<file path="src/rtl/cdc_sync_filter.sv">
// cdc_sync_filter
//   Bank of WIDTH independent asynchronous-input synchronizers into the aclk
//   domain. Each channel runs through a STAGES-deep flop chain, then an
//   optional glitch filter that accepts a new level only after it has held
//   for FILTER consecutive aclk cycles, then registered-history edge detect.
//   Channels are not coherent with each other: never pass multi-bit values.
//
// Ports
//   aclk      in   1      destination clock
//   arstn     in   1      asynchronous active-low reset (released synchronously)
//   data_i    in   WIDTH  asynchronous inputs from any source domain
//   data_o    out  WIDTH  synchronized (and filtered) level
//   rise_o    out  WIDTH  one-cycle pulse on 0->1 of data_o
//   fall_o    out  WIDTH  one-cycle pulse on 1->0 of data_o
//   change_o  out  WIDTH  rise_o | fall_o
module cdc_sync_filter #(
  parameter int unsigned      WIDTH   = 4,
  parameter int unsigned      STAGES  = 2,
  parameter logic [WIDTH-1:0] RST_VAL = '0,
  parameter int unsigned      FILTER  = 0
) (
  input  logic             aclk,
  input  logic             arstn,
  input  logic [WIDTH-1:0] data_i,
  output logic [WIDTH-1:0] data_o,
  output logic [WIDTH-1:0] rise_o,
  output logic [WIDTH-1:0] fall_o,
  output logic [WIDTH-1:0] change_o
);

  if (STAGES < 2) begin : g_bad_stages
    $error("cdc_sync_filter: STAGES must be >= 2");
  end
  if (FILTER > 255) begin : g_bad_filter
    $error("cdc_sync_filter: FILTER must be <= 255");
  end
  if (WIDTH < 1) begin : g_bad_width
    $error("cdc_sync_filter: WIDTH must be >= 1");
  end

  // Synchronizer chain: stage[0] samples the async input, the last stage is s.
  logic [STAGES-1:0][WIDTH-1:0] stage_q;
  logic [WIDTH-1:0]             sync;
  logic [WIDTH-1:0]             filt;
  logic [WIDTH-1:0]             prev_q;

  always_ff @(posedge aclk or negedge arstn) begin
    if (!arstn) begin
      stage_q <= {STAGES{RST_VAL}};
    end else begin
      stage_q <= {stage_q[STAGES-2:0], data_i};
    end
  end

  assign sync = stage_q[STAGES-1];

  if (FILTER == 0) begin : g_bypass
    assign filt = sync;
  end else begin : g_filter
    localparam int unsigned   CW       = (FILTER > 1) ? $clog2(FILTER) : 1;
    localparam logic [CW-1:0] CNT_LAST = CW'(FILTER - 1);

    logic [WIDTH-1:0]         f_q;
    logic [WIDTH-1:0][CW-1:0] cnt_q;

    // cnt counts consecutive cycles of s != f; any agreement restarts it,
    // so a disagreement must persist FILTER cycles to be accepted.
    always_ff @(posedge aclk or negedge arstn) begin
      if (!arstn) begin
        f_q   <= RST_VAL;
        cnt_q <= '0;
      end else begin
        for (int unsigned i = 0; i < WIDTH; i++) begin
          if (sync[i] == f_q[i]) begin
            cnt_q[i] <= '0;
          end else if (cnt_q[i] == CNT_LAST) begin
            f_q[i]   <= sync[i];
            cnt_q[i] <= '0;
          end else begin
            cnt_q[i] <= cnt_q[i] + 1'b1;
          end
        end
      end
    end

    assign filt = f_q;
  end

  // Edge history shares the reset value, so release alone never pulses.
  always_ff @(posedge aclk or negedge arstn) begin
    if (!arstn) begin
      prev_q <= RST_VAL;
    end else begin
      prev_q <= filt;
    end
  end

  assign data_o   = filt;
  assign rise_o   = filt & ~prev_q;
  assign fall_o   = ~filt & prev_q;
  assign change_o = rise_o | fall_o;

endmodule

</file>
<file path="config.mk">
export PLATFORM = sky130hd
export DESIGN_NAME = cdc_sync_filter
export DESIGN_NICKNAME = d
export VERILOG_FILES = /design/src/rtl/cdc_sync_filter.sv
export SDC_FILE = /design/constraint.sdc
export NUM_CORES = 1
export LEC_CHECK = 0
export CAP_MARGIN = 10
export CORE_AREA = 2 2 39 41
export DETAILED_ROUTE_END_ITERATION = 6
export DIE_AREA = 0 0 41 43
export GPL_TIMING_DRIVEN = 0
export MAX_ROUTING_LAYER = met4
export PLACE_DENSITY = 0.71
export RECOVER_POWER = 25
export SLEW_MARGIN = 20
export SYNTH_ARGS = -nofsm -noshare
export SYNTH_HDL_FRONTEND = slang
export SYNTH_SLANG_ARGS = --single-unit
</file>
<file path="constraint.sdc">
create_clock -name aclk -period 1.6 [get_ports aclk]
set_clock_uncertainty 0.15 [all_clocks]
set_input_delay 0.24 -clock aclk [delete_from_list [all_inputs] [get_ports aclk]]
set_output_delay 0.24 -clock aclk [all_outputs]
set_load 0.01 [all_outputs]
</file>
==> run_summary.xml <==
<?xml version="1.0" encoding="UTF-8"?>
<metrics>
  <group name="worst_setup_path">
    <metric name="criticalPathCategory" unit="">flop to primary output</metric>
    <metric name="cp-end-kind" unit="">primary output</metric>
    <metric name="critical_path.reg2reg.endpoint" unit="">prev_q[1]</metric>
    <metric name="cp_cell_sequence" unit="">buf_4 &gt; buf_4 &gt; dlygate4sd2_1</metric>
    <metric name="reg2reg_slack" unit="ns">0.82</metric>
    <metric name="worst_ep_arrival_time" unit="ns">1.17</metric>
    <metric name="required_time_of_the_worst_setup_path" unit="ns">1.21</metric>
    <metric name="crit-reg2reg-launch" unit="">data_o[1]</metric>
    <metric name="critical_path.most_common_cell" unit="">buf_4</metric>
    <metric name="critical_path_fanouts_max" unit="">3</metric>
    <metric name="cpPeakStageDelay" unit="ns">0.38</metric>
    <metric name="critPathSlowestCell" unit="">dfrtp_1</metric>
    <metric name="worstSetupStartpointType" unit="">flop</metric>
    <metric name="timing.reg2reg.worst_path_depth" unit="">1</metric>
  </group>
  <group name="synth">
    <metric name="synthesis.yosys.warnings" unit="">0</metric>
    <metric name="synthCells" unit="">36</metric>
    <metric name="synth.top_cell.area_share" unit="%">63.2</metric>
    <metric name="synth_top_cell_by_area" unit="">dfrtp_1</metric>
    <metric name="avgSynthCellArea" unit="sq um">13.2</metric>
    <metric name="synth.yosys.seq_area_share" unit="%">63.2</metric>
    <metric name="synth.lib_cells_used.distinct" unit="">4</metric>
    <metric name="post_syn_nets" unit="">50</metric>
    <metric name="postSynthRegisterBits" unit="">12</metric>
    <metric name="syn-cell-area" unit="sq um">475</metric>
    <metric name="netlist_top_cells_area" unit="">dfrtp_1, ha_1, inv_1</metric>
  </group>
  <group name="floorplan">
    <metric name="design.core.area" unit="sq mm">0.00138</metric>
    <metric name="num_rows" unit="">14</metric>
    <metric name="die_x" unit="um">41</metric>
    <metric name="ios" unit="">22</metric>
    <metric name="die_y" unit="um">43</metric>
    <metric name="die-area" unit="sq mm">0.00176</metric>
    <metric name="start_util" unit="%">34.4</metric>
  </group>
  <group name="final_layout">
    <metric name="diode_insertion_count_for_antenna_repair" unit="">0</metric>
    <metric name="mostFrequentLayoutCells" unit="">inv_1, dfrtp_1, ha_1</metric>
    <metric name="layout-area-overhead-vs-synth" unit="%">48.9</metric>
    <metric name="stdcell_count" unit="">80</metric>
    <metric name="final_net_count" unit="">80</metric>
    <metric name="final_layout_size_suffix_gt1_share" unit="%">28.1</metric>
  </group>
  <group name="clock_tree">
    <metric name="ctsHtreeMaxLevel" unit="">1</metric>
    <metric name="tritoncts" unit="">built</metric>
    <metric name="insertion_delay" unit="ns">0.26</metric>
    <metric name="clock_buffers_created_by_tritoncts" unit="">3</metric>
    <metric name="clock_tree.buffer_depth" unit="">2</metric>
    <metric name="cts_root_buffer" unit="">clkbuf_4</metric>
    <metric name="clkSinkCount" unit="">12</metric>
    <metric name="clk_pin_slew_worst_paths" unit="ns">0.07</metric>
  </group>
  <group name="routing">
    <metric name="wirelength" unit="um">614</metric>
    <metric name="via_per_inst" unit="">3.80</metric>
    <metric name="dr.first_iter.drc_count" unit="">0</metric>
    <metric name="number_of_iterations_in_the_first_detailed_routing_pass" unit="">1</metric>
    <metric name="drc" unit="">0</metric>
    <metric name="detailroute.via_count" unit="">304</metric>
    <metric name="detail_route.wl_per_cell" unit="um">7.68</metric>
    <metric name="detail-route-antenna-nets" unit="">0</metric>
  </group>
  <group name="grt">
    <metric name="antenna_found_initial" unit="">0</metric>
    <metric name="grt_max_degree" unit="">13</metric>
    <metric name="grt_usage" unit="%">8.88</metric>
    <metric name="grt_remaining_overflow" unit="">0</metric>
    <metric name="grt_pass1_wl" unit="um">1000</metric>
    <metric name="grt_pass1_vias" unit="">286</metric>
  </group>
  <group name="sta">
    <metric name="setup-violations-final" unit="">0</metric>
    <metric name="hold_viol" unit="">0</metric>
    <metric name="worst_pin_slew" unit="ns">0.501</metric>
    <metric name="worst_slew_margin_rel" unit="%">66.5</metric>
    <metric name="finalCritPeriodShare" unit="%">97.3</metric>
    <metric name="grt_setup_unrepaired" unit="">no</metric>
    <metric name="slew_viol_final" unit="">0</metric>
    <metric name="max_clock_freq" unit="MHz">643</metric>
    <metric name="period_minus_slack" unit="ns">1.56</metric>
  </group>
  <group name="pwr">
    <metric name="power_frac_comb" unit="%">15.5</metric>
    <metric name="ir_drop" unit="uV">409</metric>
    <metric name="power-per-cell-area" unit="mW/mm^2">828</metric>
    <metric name="netSwitchingPower" unit="mW">0.132</metric>
    <metric name="totalPowerFinal" unit="mW">0.586</metric>
    <metric name="p_sw_share" unit="%">22.6</metric>
    <metric name="internal-power" unit="mW">0.454</metric>
    <metric name="p_clk_share" unit="%">29.0</metric>
    <metric name="seq_power_share" unit="%">55.4</metric>
    <metric name="p_leak" unit="nW">0.415</metric>
  </group>
  <group name="run">
    <metric name="max-cap-violations" unit="">0</metric>
  </group>
  <group name="placement">
    <metric name="port_buffers" unit="">21</metric>
    <metric name="place_inst" unit="">73</metric>
    <metric name="place.gp.congestion" unit="">0.541</metric>
    <metric name="dp_hpwl" unit="um">460</metric>
  </group>
  <group name="min_path">
    <metric name="hold_path.class" unit="">input pin to asynchronous set/reset pin</metric>
  </group>
  <group name="status">
    <metric name="result_of_the_run" unit="">completed</metric>
  </group>
</metrics>
cells by family after synthesis:
logic type	share of synthesized area, %
DFF	63.2
adders and majority gates	21.1
buffers and inverters	15.8
timing repair:
| item | 4_1_cts | 5_1_grt |
|---|---|---|
| hold buffers | 0 | 0 |
| gates cloned | 0 | 0 |
| endpoints found under the setup margin | 16 | 11 |
| resized for setup | 27 | 11 |
| setup buffers | 4 | 0 |
| pin swaps | 0 | 0 |
synthesized netlist by cell type:
master    n
ha_1      8
inv_1    12
dfrtp_1  12
buf_4     4
how the worst max path moves through the flow:
stage | startpoint | end | slack (ns)
after global routing | data_o[3] | data_o[3] | 0.00005
after detailed placement | data_o[1] | change_o[1] | -0.08
after CTS | data_o[3] | change_o[3] | 0.0004
after floorplan | data_o[0] | change_o[0] | 0.45
final | data_o[3] | data_o[3] | 0.04
after global placement | data_o[3] | change_o[3] | -0.08
per-layer routing:
metal / routed length, um / vias up / track usage [%]
met5: 0 / - / -
met3: 52 / 2 / 1.57
met1: 263 / 133 / 9.82
met2: 282 / 14 / 12.8
met4: 14 / 0 / 8.00
li1: - / 155 / -
critical path, delay by kind of cell, from the launching register on:
kind,cells,cell delay [ns]
buffers and inverters,3,0.53
DFF,1,0.38
sequential cells by signal, indices dropped and copies added, names as in the netlist:
name     flops
data_o       4
prev_q       4
stage_q      4
power groups by stage:
stage,combinational [mW],clock [mW],sequential (mW)
after floorplan,0.0412,0,0.332
after global placement,0.107,0,0.333
after detailed placement,0.109,0,0.334
after CTS,0.105,0.179,0.325
after global routing,0.104,0.190,0.327
final,0.0910,0.170,0.325
area by class of cell:
type	instances	area (sq um)
timing repair buffer	25	190
inverter	12	45.0
tap	16	20.0
buffer	4	30.0
clock buffer	3	22.5
fill	142	676
multi-input combinational	8	100
sequential	12	300
through the flow:
step                util, %  hold WS, ns  setup TNS (ns)  worst slack [ns]  area [sq um]
floorplan                 -       -0.206               0             0.448           475
global placement       51.0        0.182          -0.260           -0.0753           706
detailed placement     51.0        0.186          -0.297           -0.0790           706
CTS                    54.3        0.172               0          0.000440           752
global route           51.2        0.202               0         0.0000538           708
finish                 51.2        0.162               0            0.0437           708
Note: power is estimated with default switching activity, not from simulation.
